==> src/rtl/mem_port_arbiter_pkg.sv <==
// Shared types for the instruction/data memory-port arbiter.
// Holds the bus request/response structs and the arbiter register record.
package mem_port_arbiter_pkg;

  typedef struct packed {
    logic        mem_valid;
    logic        mem_fence;
    logic        mem_instr;
    logic [31:0] mem_addr;
    logic [31:0] mem_wdata;
    logic [3:0]  mem_wstrb;
  } mem_in_type;

  typedef struct packed {
    logic        mem_ready;
    logic [31:0] mem_rdata;
  } mem_out_type;

  typedef enum logic [1:0] {IDLE, BUSY_I, BUSY_D} arb_state_type;

  typedef struct packed {
    arb_state_type state;
    mem_in_type    islot;
    mem_in_type    dslot;
    logic          iocc;
    logic          docc;
    logic          last_d;
    logic          drop;
  } arb_reg_type;

  // last_d starts opposite to the preferred side so round-robin picks it first.
  function automatic arb_reg_type init_arb_reg(input logic data_first);
    arb_reg_type t;
    t        = '0;
    t.state  = IDLE;
    t.last_d = ~data_first;
    return t;
  endfunction

endpackage

==> src/rtl/mem_port_arbiter.sv <==
// Shares one memory bus port between instruction and data requesters, one transaction outstanding.
// Uncontended request issues combinationally in its valid cycle; responses pass through with zero added latency.
module mem_port_arbiter
  import mem_port_arbiter_pkg::*;
#(
  parameter bit DATA_FIRST = 1'b1,
  parameter bit RR_ENABLE  = 1'b1
) (
  input  logic        rst,
  input  logic        clk,
  input  logic        iflush,
  input  mem_in_type  imem_in,
  output mem_out_type imem_out,
  input  mem_in_type  dmem_in,
  output mem_out_type dmem_out,
  output mem_in_type  mem_in,
  input  mem_out_type mem_out
);

  arb_reg_type r, rin;

  always_comb begin
    arb_reg_type v;
    mem_in_type  ireq;
    mem_in_type  dreq;
    logic        grant_d;

    v        = r;
    imem_out = '0;
    dmem_out = '0;
    mem_in   = '0;
    grant_d  = 1'b0;
    ireq     = imem_in;
    ireq.mem_valid = 1'b0;
    dreq     = dmem_in;
    dreq.mem_valid = 1'b0;

    // Slot capture: latest valid wins; a side with its request on the bus ignores new valids.
    if (r.state != BUSY_I) begin
      if (iflush) begin
        v.iocc = 1'b0;
      end else if (imem_in.mem_valid) begin
        v.islot = ireq;
        v.iocc  = 1'b1;
      end
    end else if (iflush) begin
      v.drop = 1'b1;
    end

    if (r.state != BUSY_D && dmem_in.mem_valid) begin
      v.dslot = dreq;
      v.docc  = 1'b1;
    end

    case (r.state)
      IDLE: begin
        if (v.iocc && v.docc) begin
          grant_d  = RR_ENABLE ? ~r.last_d : DATA_FIRST;
          v.last_d = grant_d;
        end else begin
          grant_d = v.docc;
        end
        if (v.iocc || v.docc) begin
          mem_in           = grant_d ? v.dslot : v.islot;
          mem_in.mem_valid = 1'b1;
          v.state          = grant_d ? BUSY_D : BUSY_I;
        end
      end
      BUSY_I: begin
        mem_in = r.islot;
        if (mem_out.mem_ready) begin
          imem_out.mem_ready = ~v.drop;
          imem_out.mem_rdata = v.drop ? 32'h0 : mem_out.mem_rdata;
          v.iocc  = 1'b0;
          v.drop  = 1'b0;
          v.state = IDLE;
        end
      end
      BUSY_D: begin
        mem_in = r.dslot;
        if (mem_out.mem_ready) begin
          dmem_out.mem_ready = 1'b1;
          dmem_out.mem_rdata = mem_out.mem_rdata;
          v.docc  = 1'b0;
          v.state = IDLE;
        end
      end
      default: v.state = IDLE;
    endcase

    // Outputs are combinational, so hold them quiet while reset is asserted.
    if (!rst) begin
      mem_in   = '0;
      imem_out = '0;
      dmem_out = '0;
    end

    rin = v;
  end

  always_ff @(posedge clk or negedge rst) begin
    if (!rst) r <= init_arb_reg(DATA_FIRST);
    else      r <= rin;
  end

endmodule

==> config.mk <==
export PLATFORM = sky130hd
export DESIGN_NAME = mem_port_arbiter
export DESIGN_NICKNAME = d
export VERILOG_FILES = /design/src/rtl/mem_port_arbiter_pkg.sv /design/src/rtl/mem_port_arbiter.sv
export SDC_FILE = /design/constraint.sdc
export NUM_CORES = 1
export LEC_CHECK = 0
export CAP_MARGIN = 10
export CORE_MARGIN = 1
export CORE_UTILIZATION = 50
export CTS_CLUSTER_DIAMETER = 80
export CTS_CLUSTER_SIZE = 8
export DETAILED_ROUTE_END_ITERATION = 7
export DONT_BUFFER_PORTS = 1
export HOLD_SLACK_MARGIN = 0.12
export PLACE_DENSITY_LB_ADDON = 0.3
export RECOVER_POWER = 100
export SYNTH_ARGS = -nofsm -noshare
export SYNTH_HDL_FRONTEND = slang
export SYNTH_SLANG_ARGS = --single-unit
==> constraint.sdc <==
create_clock -name clk -period 2.4 [get_ports clk]
set_input_delay 0.36 -clock clk [delete_from_list [all_inputs] [get_ports clk]]
set_output_delay 0.36 -clock clk [all_outputs]
set_load 0.01 [all_outputs]
Yosys cells after proc, flatten, opt, wreduce, memory -nomap -nowiden
Index checks and enable logic that the tools add are counted.
{"block": "classes", "bitwise": 2, "muxes": 33, "n_reduce_logical": 7, "eq_ne": 6}
{"op": "$mux W71", "count": 6}
{"op": "$pmux W71 S3", "count": 1}
{"op": "$mux W33", "count": 6}
{"op": "$mux W70", "count": 1}
{"op": "$mux W32", "count": 1}
{"op": "$mux W1", "count": 14}
{"op": "$mux W2", "count": 3}
{"op": "$ne A2 B1 Y1 const B", "count": 2}
{"op": "$ne A2 B2 Y1 const B", "count": 2}
{"op": "$pmux W2 S2", "count": 1}
{"op": "$reduce_and A2 Y1", "count": 2}
{"op": "$eq A2 B1 Y1 const B", "count": 1}
{"op": "$eq A2 B2 Y1 const B", "count": 1}
{"op": "$logic_and A1 B1 Y1", "count": 2}
{"op": "$logic_not A2 Y1", "count": 1}
{"op": "$not A1 Y1", "count": 2}
{"op": "$reduce_or A2 Y1", "count": 1}
{"op": "$logic_or A1 B1 Y1", "count": 1}
{"block": "word_totals", "elab_cells": 65, "in_bits": 178, "regBits": 148}

Longest topological paths before layout
Gate-level depths: netlist (run 1).
{"block": "logic_depth", "word_depth": 10, "ltp_mapped": 10, "depth_no_buf": 6}

Worst setup path before layout (run 1)
Ideal clock, no wire load.
{"block": "synth_timing", "path_kind": "reg2out", "start": "register r[146] in the netlist's numbering", "end": "output mem_in[69] in the netlist's numbering", "path_stages_with_launch": 11, "required_ns": 2.040, "path_slack_ns": 0.186, "arrival_time_ns": 1.854, "cell_sequence": "dfrtp_1 inv_1 ha_1 buf_2 nor2b_1 buf_4 nor2_4 a211o_1 buf_4 buf_6 o221ai_1"}
{"item": "start, declared", "line": "mem_port_arbiter.sv:20", "source": "arb_reg_type r, rin;"}
{"item": "start signal, assigned", "line": "mem_port_arbiter.sv:102", "source": "if (!rst) r <= init_arb_reg(DATA_FIRST);"}
{"item": "start signal, assigned", "line": "mem_port_arbiter.sv:103", "source": "else r <= rin;"}
{"item": "end, declared", "line": "mem_port_arbiter.sv:16", "source": "output mem_in_type mem_in,"}

==> results list, run 1 <==
- Total global routing overflow: 0
- In this run the register-to-register setup slack is 170 ps.
- After the first detailed-routing iteration, the DRC count stood at 799.
* Commonest register cell after synthesis: dfrtp_1
* Initial Utilization: 51.1%
- DRC violation count after routing: 0
- For the worst setup path, the data arrival time is 2490 ps.
* Number of enable-type register cells in the synthesized netlist: 0
- Yosys Warn Count: 0
- Die height: 132 um
- The synthesized design contains 146 register bits.
- Across the VDD grid, the largest voltage drop is 0.800 mV.
- The slowest stage of the critical path belongs to the cell dfrtp_1.
- Synthesis produced 798 cells.
* Registers with the most flip-flops: r: 146 flops
* CTS clk-pin slew, worst paths: 80 ps
* Avg Cell Area, Syn: 10.6 um^2
* Result of the run: complete, but fails checks
* Buffer and inverter count on the worst path: 4
* Total net switching power: 8.32 mW
- Overall power of the completed layout: 18.8 mW
- Gate power share: 59.3%
- The number of max-slew violations in the final report came to 0.
- Total power density per cell area: 1300 nW/um^2
* Part of the Yosys area used for sequential elements: 43.1%
* Post-synth cell types: 27
- Setup repair after global routing could not meet its margin everywhere.
* Boundary pin count: 315
- Clock tree synthesis inserted a total of 17 buffers.
- Antenna violations before repair: 5
- In the finished design, the share of the clock period the worst path needs comes to 119%.
* Cell area after synthesis: 8470 um^2
- Clock insertion delay at the later pin of the skew report: 440 ps
* Vias in the first global route: 7,817
- Setup violations remaining at the end of the flow were counted as 137.
- Clock sink count: 146
* Delay of the slowest cell on the worst path: 420 ps
- Area of all placed cells without fillers: 14,400 um^2
* Violated checks: hold timing, setup timing
- Mapped Nets: 980
- Detailed routing inserted a total of 8,515 vias.
- Overall routed net length: 43,400 um
* Overall track demand over capacity in global routing: 35.2%
- The final hold violation count came to 146.
- Met3 usage in global routing: 11.3%
- The share of total power dissipated in the clock network is 15.9%.
- Among cell families on the critical path, the largest total delay comes from buffers and inverters.
- DP HPWL: 15,600 um
- For met1 alone, demand over resource in global routing was 41.6%.
- Clock period minus worst slack: 2850 ps
- Cell internal power dissipation: 10.4 mW
- Router iterations before antenna repair: 6
- dfrtp_1 takes more of the synthesized area than any other cell.
- Measured slew at the worst slew-check pin: 435 ps
- Ratio of routed vias to standard cells: 6.92
- First-pass GRT wire length: 46,500 um
- For this run, global-route usage on met2 was measured as 58.0%.
* Commonest cells after routing, fill and taps aside: dfrtp_1 (145), inv_1 (141), dlygate4sd3_1 (120)
- The worst setup path is captured at an output pin.
* Standard-cell rows: 47
* Remaining antenna violation count after routing: 0
- Hold/Removal Path Class: input pin to asynchronous set/reset pin
- The die is 132 um wide.
* Number of flip-flops under the largest register name: 146
- The layer flagged by global routing as most heavily used is met2.
* Count of H-tree levels built during CTS: 4
- Based on the critical path, the design can be clocked at up to 351 MHz.
* Maximum number of pins on one net before global-route repair: 151
- Headroom to the max-slew limit came out at 70.2%.
- Longest Clk Path Bufs: 2
- Post-Place Setup Slack: 60.0 ps
* Maximum capacitance violations: 0
* Die Outline Area: 17,500 um^2
- At the worst endpoint, the required time is 2040 ps.
* Hold Slack: -382 ps
* Clock tree root buffer cell: clkbuf_16
- Power share of the sequential group: 24.8%
- Yosys attributes the largest share of cell area to dfrtp_1 (43%), mux2i_1 (17%), o221ai_2 (12%).
- Quantity of I/O buffers inserted on ports: 0
- After detailed routing, the average wire length per cell comes to 35.2 um.
- CTS tree: yes
- The analysis attributes to cell leakage a power of 5.85 nW.
- Share of the synthesized area in the top cell type: 43.1%
- Share of cells above drive strength 1: 39.5%
- Of all flip-flops after synthesis, the portion carrying an async set or reset was 100%.
- Net switching is 44.3% of the power.
- Weighted congestion at the end of routability-driven global placement: 0.929
- Fin nets: 1,177
- For the final database, setup skew stands at 18.3 ps.
* Instance area at placement: 8770 um^2
- STA classifies the critical path startpoint as a flop.
* Most frequent cell on the critical path: buf_6
- Worst-path cell chain: inv_2 > ha_4 > nor2b_4 > buf_6 > buf_6 > and2_4 > clkbuf_16 > mux2i_4 > o221ai_4
- Type of the worst setup path: flop to output pin
* PnR worst setup slack: -448 ps
- Biggest register: r
* Commonest non-fill, non-tap cell in the layout: dfrtp_1
- Core outline area: 16,600 um^2
* Syn-to-layout area delta: 70.3%
- Critical Path Fanout Max: 6
-- cell usage after synthesis, types with 2 or more instances --
| cell type | number |
|---|---|
| and2_1 | 65 |
| nor2_1 | 2 |
| ha_1 | 4 |
| o221ai_2 | 69 |
| o21ai_0 | 2 |
| dfrtp_1 | 146 |
| o22ai_1 | 2 |
| buf_1 | 4 |
| inv_1 | 143 |
| a22o_1 | 70 |
| a21oi_1 | 7 |
| buf_6 | 7 |
| a211o_1 | 2 |
| clkbuf_1 | 25 |
| buf_2 | 24 |
| nor2b_1 | 4 |
| nand2_1 | 72 |
| buf_4 | 2 |
| mux2i_1 | 140 |
-- layer usage --
layer	share of wire, %	up-vias
li1	-	3184
met1	33	4149
met2	47	866
met3	12	316
met4	8.5	0
met5	0	-
-- worst paths after layout --
check	start	end	depth (start not counted)
worst max-delay path	r[147]	mem_in[30]	9
worst min-delay path	rst	r[14]	0
worst max register to register	r[147]	r[5]	10
worst min register to register	r[106]	r[106]	2
max in group asynchronous	rst	r[40]	0
min in group clk	dmem_in[42]	r[46]	2
-- final cells by class --
class	instances	area [um^2]
diodes	4	10.0
clock buffers	19	453
clock inverters	12	180
fillers	634	2150
inverters	143	539
multi-input cells	448	6220
flip-flops and latches	146	3650
well taps	220	275
repair buffers	239	3110
-- stage by stage --
stage / instances / hold slack (ps) / util [%] / setup TNS [ps]
6_report: 1231 / -382 / 87.0 / -36300
5_1_grt: 1230 / -398 / 87.0 / -41030
4_1_cts: 1139 / -378 / 74.6 / -25350
3_5_place_dp: 980 / 68.4 / 52.9 / 0
3_3_place_gp: 980 / 68.4 / 52.9 / 0
2_1_floorplan: 798 / 64.4 / - / 0
-- cell families after synthesis --
kind of cell               after synthesis  synth area share [%]
buffers and inverters                  205                  10.1
AOI/OAI and AO/OA                      156                  20.8
and+or+nand+nor                        146                  8.68
DFF                                    146                  43.1
muxes                                  140                  16.5
adders and majority gates                4                 0.591
xor gates and xnor gates                 1                 0.103
-- power by group through the flow --
stage | Sequential, mW | Clock, mW | Combinational, mW
final | 4.66 | 2.98 | 11.1
after global routing | 4.67 | 3.06 | 11.4
after CTS | 4.23 | 2.88 | 8.28
after detailed placement | 4.07 | 0 | 5.73
after global placement | 4.01 | 0 | 5.56
after floorplan | 3.88 | 0 | 4.68
-- repair_timing --
action                                  4_1_cts  5_1_grt
endpoints found under the setup margin      137      137
pin swaps                                    21       59
hold buffers                                 98       22
gates cloned                                 12       25
gates resized for setup                     251      162
buffers inserted                             19       48
endpoints found under the hold margin       246      168
Note: power is estimated with default switching activity, not from simulation.
==> run 2: changes to the inputs <==
--- a/config.mk
+++ b/config.mk
@@ -5,15 +5,15 @@
 export SDC_FILE = /design/constraint.sdc
 export NUM_CORES = 1
 export LEC_CHECK = 0
+export BUFFER_PORTS_ARGS = -buffer_cell sky130_fd_sc_hd__buf_2
 export CAP_MARGIN = 10
 export CORE_MARGIN = 1
 export CORE_UTILIZATION = 50
 export CTS_CLUSTER_DIAMETER = 80
 export CTS_CLUSTER_SIZE = 8
 export DETAILED_ROUTE_END_ITERATION = 7
-export DONT_BUFFER_PORTS = 1
 export HOLD_SLACK_MARGIN = 0.12
-export PLACE_DENSITY_LB_ADDON = 0.3
+export PLACE_DENSITY = 0.81
 export RECOVER_POWER = 100
 export SYNTH_ARGS = -nofsm -noshare
 export SYNTH_HDL_FRONTEND = slang
==> run 2 against run 1 <==
  * Final cell count rose by 12%
  * Clock power fell by 6%
  * Global-route usage fell by 4.7 points
  * Highest routed layer is now met5
  * Via count fell by 8.2%
  * Wire length fell by 33%
  * Hold slack improved by 560 ps
  * Register-to-register slack improved by 180 ps
  * Combinational power fell by 26%
  * Critical endpoint is now mem_in[1]
  * Critical path type unchanged
  * Flip-flop and latch count did not move
  * Largest cell class unchanged
  * The run ends with setup timing left
==> results list, run 2 (synthesis results as in run 1) <==
- Result of the run: complete, but fails checks
- Violated checks: setup timing
- The final hold violation count is 0.
- Vias in the first global route: 7,629
- Gate power share: 53.8%
- Biggest register: r
* CP Launch Type: flop
- Overall routed net length: 29,100 um
- Registers with the most flip-flops: r: 146 flops
- Fin nets: 1,325
* Data arrival, critical path: 2420 ps
- Measured slew at the worst slew-check pin: 1430 ps
- Ratio of routed vias to standard cells: 5.68
* Die height: 132 um
- Number of failing setup endpoints in the final timing report: 137
- The cell family contributing the most delay on the critical path is buffers and inverters.
* Clock network fraction of design power: 18.3%
* Total power density per cell area: 1210 nW/um^2
- The first global-routing pass estimated 41,300 um of wire.
- DP HPWL: 16,500 um
* Post-route clock period utilization: 116%
- Count of pins over their slew limit: 0
- The slowest stage of the critical path belongs to the cell dfrtp_1.
- Headroom to the max-slew limit came out at 4.85%.
- The floorplan step defined a die boundary enclosing 17,500 um^2.
- In this run the power spent charging and discharging nets is 6.11 mW.
* Critical Path Fanout Max: 13
- The later pin in the worst-skew pair is clocked with a latency of 430 ps.
- STA classifies the critical path endpoint as an output pin.
* Commonest cells after routing, fill and taps aside: buf_2 (308), dfrtp_1 (146), inv_1 (142)
- Leaving out fill and tap cells, the most frequent cell in the layout is buf_2.
- Setup repair after global routing could not meet its margin everywhere.
- For this block, the via count after detailed routing is 7,820.
- Sequential cells account for 27.9% of the total power.
- After clock tree synthesis, the clock-pin slew on the worst setup and hold paths is 60 ps.
- Quantity of I/O buffers inserted on ports: 314
- Cell internal power dissipation: 9.15 mW
* Required time of the worst setup path: 2040 ps
* Weighted congestion at the end of routability-driven global placement: 0.908
- The finished cells cover 12,600 um^2.
- Max Freq: 360 MHz
- Initial DRC Count: 473
- Pleak: 6.21 nW
- By instance count, the cell type seen most on the critical path is buf_6.
- Across all setup checks in the final design, the least slack found is -378 ps.
- Die width: 132 um
* Clock tree root buffer cell: clkbuf_16
* Sw Share: 40.1%
- Clock period minus worst slack: 2780 ps
- Longest Clk Path Bufs: 2
- In the routed design, unresolved DRC markers number 0.
* Worst clock skew: 15.3 ps
* CTS tree: yes
- Worst vdd ir: 0.724 mV
- The initial antenna violation count came to 5.
* Syn-to-layout area delta: 48.4%
- Type of the worst setup path: flop to output pin
* Overall power of the completed layout: 15.3 mW
- Router iterations before antenna repair: 7
- The H-tree was split into 4 levels.
- The register with the most flip-flops in the layout has 146 of them.
* Standard-cell rows: 47
- Dividing the detail-routed wire length by the instance count gives 21.1 um.
- Entering global routing, the biggest net connects 73 pins.
- For this run, the slowest stage of the critical path takes 410 ps.
- The critical path contains buffers and inverters numbering 5 combined.
- Share of cells above drive strength 1: 50.3%
- 315 I/O pins were placed.
- For this run, the total global-route usage over all layers was measured as 30.5%.
- Hold/Removal Path Class: input pin to flop
* Remaining antenna violation count after routing: 0
- Clock sink count: 146
- For this run the aggregate overflow at the end of global routing stands at 0.
- Initial Utilization: 51.1%
- Across the run, the number of max-cap violations was 0.
- Instance area at placement: 10,400 um^2
- TritonCTS Buffers: 17
- The signal on the critical path passes through buf_6 > ha_4 > nor2b_4 > o22a_1 > buf_6 > o2111ai_4 > buf_4 > buf_12 > o221ai_2 > buf_2.
- Core outline area: 16,600 um^2
==> run 2: power groups by stage <==
| stage | Combinational (mW) | Clock (mW) | Sequential [mW] |
|---|---|---|---|
| after detailed placement | 6.66 | 0 | 4.05 |
| after global routing | 8.72 | 2.92 | 4.35 |
| final | 8.21 | 2.79 | 4.26 |
| after floorplan | 4.68 | 0 | 3.88 |
| after CTS | 7.33 | 2.81 | 4.12 |
| after global placement | 6.52 | 0 | 4.01 |
==> run 2: layer usage <==
metal / GRT usage, % / vias up / wire length, um
met5: 0 / - / 27
met4: 10.9 / 4 / 738
met3: 7.46 / 70 / 2440
met2: 49.4 / 403 / 14000
met1: 40.0 / 3865 / 11900
li1: - / 3478 / -
==> run 2: repair_timing <==
action / in CTS / in global routing
hold buffers: 1 / 0
gates resized for setup: 96 / 76
setup endpoints to repair: 137 / 137
pin swaps: 12 / 10
endpoints found under the hold margin: 20 / 0
setup buffers: 21 / 6
gates cloned: 7 / 12
==> run 2: layout make-up <==
class	instances	area (um^2)
antenna	3	7.51
inverter	143	537
fill	1062	4010
tap	220	275
clock buffer	19	453
clock inverter	10	160
sequential	146	3650
multi-input combinational	447	4800
timing repair buffer	388	2690
==> run 2: final timing paths <==
path | start | endpoint | slack (ps) | depth (start not counted)
setup reg to reg | r[146] | r[100] | 350 | 11
max in group asynchronous | rst | r[135] | 490 | 4
setup / recovery | r[146] | mem_in[1] | -380 | 10
hold / removal | imem_in[62] | r[137] | 180 | 3
min in group asynchronous | rst | r[2] | 590 | 2
hold reg to reg | r[91] | r[91] | 530 | 2
==> run 2: tightest hold or removal path, cell delays in order <==
cell     delay [ps]
buf_2            80
mux2i_2          70
inv_1            60
==> run 2: metrics by stage <==
stage          std cells  setup WS [ps]  hold slack, ps  setup TNS [ps]  util [%]
2_1_floorplan        798            186            64.4               0         -
3_3_place_gp        1298            115             394               0      62.9
3_5_place_dp        1298           50.5             396               0      62.9
4_1_cts             1356           -329             124          -34180      71.9
5_1_grt             1375           -467             177          -51010      75.8
6_report            1376           -378             181          -38840      75.8
==> run 3: changes to the inputs <==
--- a/config.mk
+++ b/config.mk
@@ -5,6 +5,7 @@
 export SDC_FILE = /design/constraint.sdc
 export NUM_CORES = 1
 export LEC_CHECK = 0
+export ABC_AREA = 1
 export BUFFER_PORTS_ARGS = -buffer_cell sky130_fd_sc_hd__buf_2
 export CAP_MARGIN = 10
 export CORE_MARGIN = 1
@@ -13,7 +14,7 @@
 export CTS_CLUSTER_SIZE = 8
 export DETAILED_ROUTE_END_ITERATION = 7
 export HOLD_SLACK_MARGIN = 0.12
-export PLACE_DENSITY = 0.81
+export PLACE_DENSITY = 0.79
 export RECOVER_POWER = 100
 export SYNTH_ARGS = -nofsm -noshare
 export SYNTH_HDL_FRONTEND = slang
==> run 3 against run 2 <==
  * The run ends with DRC, setup timing left
  * Wire length up 30%
  * Sequential share of layout area is 2.9 points lower
  * Total power rose by 11%
  * Design area rose by 11%
  * Largest power group unchanged
  * Critical endpoint is now mem_in[19]
  * Synthesized area rose by 15%
  * Critical path depth unchanged
  * Highest routed layer is now met4
  * Setup slack improved by 69 ps
  * Sequential power decreased by 16%
  * Via count grew 49%
  * First-iteration DRC count is 97% higher
  * Clock skew is 4.5 ps lower
  * Die area rose by 15%
==> results list, run 3 <==
- In this run the tightest slew margin relative to its limit is 45.7%.
- Post-layout instance count excluding filler cells: 2,238
- At the later pin of the worst-skew pair, clock insertion delay measures 420 ps.
- Cells on worst reg2reg path: 11
- Die width: 142 um
- Walking the worst path, the cells encountered are buf_6 > ha_4 > nor2_4 > nor2_4 > a21oi_4 > buf_6 > clkbuf_16 > nand3_2 > a21oi_2 > buf_2.
* Commonest register cell after synthesis: dfrtp_1
* Max Freq: 369 MHz
- Sw Share: 44.5%
- Part of the Yosys area used for sequential elements: 37.3%
- The synthesized design contains 146 register bits.
* Via total after detailed routing: 11,700
- Most instantiated library cell after synthesis: inv_1
- Maximum capacitance violations: 0
* Total global routing overflow: 0
* Syn-to-layout area delta: 43.0%
- CTS clk-pin slew, worst paths: 60 ps
- The number of global-route vias before repair is 11,000.
- The final hold violation count came to 0.
* Area of all placed cells without fillers: 14,000 um^2
* Gate power share: 61.6%
* Cell area after synthesis: 9780 um^2
- Maximum number of pins on one net before global-route repair: 147
- Path length in cells of the critical path: 10
* Boundary pin count: 315
- Crit path capture type: output pin
* Syn Inst Count: 1,636
- Setup repair after global routing could not meet its margin everywhere.
- At the worst endpoint, the arrival time is 2350 ps.
- In the post-route analysis, the smallest setup slack over all paths is -309 ps.
- By count the netlist is led by inv_1 (534), nand2_1 (500), dfrtp_1 (146).
- Die Outline Area: 20,100 um^2
* Violated checks: DRC, setup timing
- Instance area at placement: 11,800 um^2
* Share of cells above drive strength 1: 28.1%
- Commonest non-fill, non-tap cell in the layout: inv_1
- Measured slew at the worst slew-check pin: 814 ps
- The worst hold path terminates at r[3].
- The HPWL after detailed placement is 19,900 um.
* Number of failing setup endpoints in the final timing report: 103
* Capture instance of the worst register-to-register path: r[146]
- Along the worst path, the maximum fanout reaches 5.
- In the routed layout, each cell is associated on average with a via count of 5.21.
* Initial Utilization: 51.6%
- Cells taking the most area after synthesis: dfrtp_1 (37%), inv_1 (20%), nand2_1 (19%)
- Of the total power, the clock network draws 17.3%.
- Total power density per cell area: 1210 nW/um^2
- Hold path depth: 2
* Worst path top cell family by delay: buffers and inverters
- The clock tree synthesis step divided the H-tree into 4 levels.
* Result of the run: complete, but fails checks
- The region available for standard cell placement spans 19,000 um^2.
* Clock tree root buffer cell: clkbuf_16
* Hold/Removal Path Class: input pin to flop
- Clock period minus worst slack: 2710 ps
* Total net switching power: 7.51 mW
* Weighted congestion at the end of routability-driven global placement: 0.870
- The largest registers in the layout are r: 146 flops.
- The worst register-to-register path begins at r[147].
- Data on the critical path is required at its endpoint by 2040 ps.
- Cell internal power dissipation: 9.36 mW
- For this design, the sink count on the clock tree is 146.
- Buffer and inverter count on the worst path: 4
* Router iterations before antenna repair: 8
- Post-Place Setup Slack: -28.3 ps
* Worst path slowest cell: dfrtp_1
- Counting flops with a built-in enable in the synthesized netlist gives 0.
- Overall power of the completed layout: 16.9 mW
* Pleak: 8.86 nW
- Ranked by flip-flop count, first place goes to r.
- Storage cell area: 3650 um^2
- Antenna violations before repair: 3
* Cell accounting for the most synthesized area: dfrtp_1
- Initial DRC Count: 931
- The die is 142 um tall.
* Hold Slack: 190 ps
- Per report_power, the sequential group accounts for 21.1% of the total.
- Quantity of I/O buffers inserted on ports: 314
* Longest Clk Path Bufs: 2
- The initialized floorplan defines 50 standard-cell rows.
* Remaining antenna violation count after routing: 0
* Count of pins over their slew limit: 0
- A synthesized cell averages 5.98 um^2.
- Post-synth cell types: 20
* Number of flip-flops under the largest register name: 146
- The number of nets in the synthesized netlist is 1,818.
- The startpoint identified for the worst hold timing path is mem_out[32].
* TritonCTS Buffers: 17
- Post-route clock period utilization: 113%
* Type of the worst setup path: flop to output pin
- In the final design database the tool counted 2,144 nets.
* Worst reg-to-reg setup slack: 490 ps
- STA classifies the critical path startpoint as a flop.
- Yosys Warn Count: 0
* Share of the synthesized area in the top cell type: 37.3%
* Worst clock skew: 10.8 ps
- Placed Instances: 2,158
- Counting flops with an async set or reset pin after synthesis yields a share of 100%.
- Start point of the critical path: r[147]
- First-pass GRT wire length: 54,500 um
* Worst vdd ir: 0.629 mV
- Summing all multi-input logic gate instances after layout gives 4370 um^2.
- TritonCTS built the clock tree.
- The top cell types in the final layout, fill and taps aside, are inv_1 (529), nand2_1 (471), buf_2 (308).
- After detailed routing, the number of remaining DRC violations is 2.
* Number of fillers in the final layout: 1,448
- Dividing the detail-routed wire length by the instance count gives 16.8 um.
- Global routing used 35.4% of the available tracks across all layers.
* Delay of the slowest cell on the worst path: 400 ps
* Overall routed net length: 37,700 um
[run 3: changes by cell type in the layout (fill, tap and decap cells not counted), moves of 33 or more]
cell and change:
nand3_2 +33, mux2i_1 -56, a22o_1 -70, nor2_1 +40, o221ai_2 -65, mux2i_4 -45, inv_1 +387, and2_1 -64
nand3_1 +105, nand2_1 +399, a21oi_1 +41, mux2i_2 -39, o22ai_1 +68
[run 3: final cells by class]
class,count,area share (%)
clock buffer,22,3.46
clock inverter,9,1.08
sequential,146,26.1
multi-input combinational,868,31.3
antenna,4,0.0716
timing repair buffer,391,21.2
tap,260,2.33
inverter,538,14.5
[run 3: timing repair]
item,CTS,global route
setup buffers,14,8
setup endpoints to repair,135,135
hold buffers,1,0
endpoints found under the hold margin,3,0
pin swaps,24,27
gates cloned,16,9
resized for setup,88,107
[run 3: stage by stage]
step                      utilization [%]  TNS [ps]
after global placement               62.2         0
final                                73.8    -18770
after CTS                            70.3    -15040
after floorplan                         -         0
after detailed placement             62.2     -28.3
after global routing                 73.8    -27080
[run 3: how the worst max path moves through the flow]
stage / to / slack (ps)
2_1_floorplan: mem_in[10] / 260
3_3_place_gp: mem_in[59] / 10
3_5_place_dp: mem_in[59] / -30
4_1_cts: mem_in[46] / -250
5_1_grt: mem_in[69] / -370
6_report: mem_in[19] / -310
[run 3: cell families (layout without fill, tap and decap cells)]
| family | after synthesis | in the layout | synth area share [%] |
|---|---|---|---|
| adder cells (fa/ha/maj) | 4 | 4 | 0.512 |
| flip-flops | 146 | 146 | 37.3 |
| buffers and inverters | 622 | 960 | 24.1 |
| XOR/XNOR | 1 | 1 | 0.0896 |
| AO/OA/AOI/OAI | 146 | 146 | 8.40 |
| AND/OR/NAND/NOR | 717 | 717 | 29.5 |
| other | 0 | 4 | 0 |
[run 3: power groups by stage]
stage                     registers (mW)  logic [mW]  clock network [mW]
after floorplan                     3.51        5.03                   0
after global placement              3.53        7.32                   0
after detailed placement            3.57        7.44                   0
after CTS                           3.54        9.14                2.92
after global routing                3.62        11.1                3.02
final                               3.57        10.4                2.91
[run 3: metal layers]
metal / wire length [um] / track usage (%) / share of wire (%) / vias up
li1: - / - / - / 5383
met1: 13600 / 40.2 / 36 / 5296
met2: 18600 / 63.6 / 49 / 806
met3: 3680 / 6.38 / 9.8 / 167
met4: 1810 / 17.8 / 4.8 / 0
met5: 0 / 0 / 0 / -
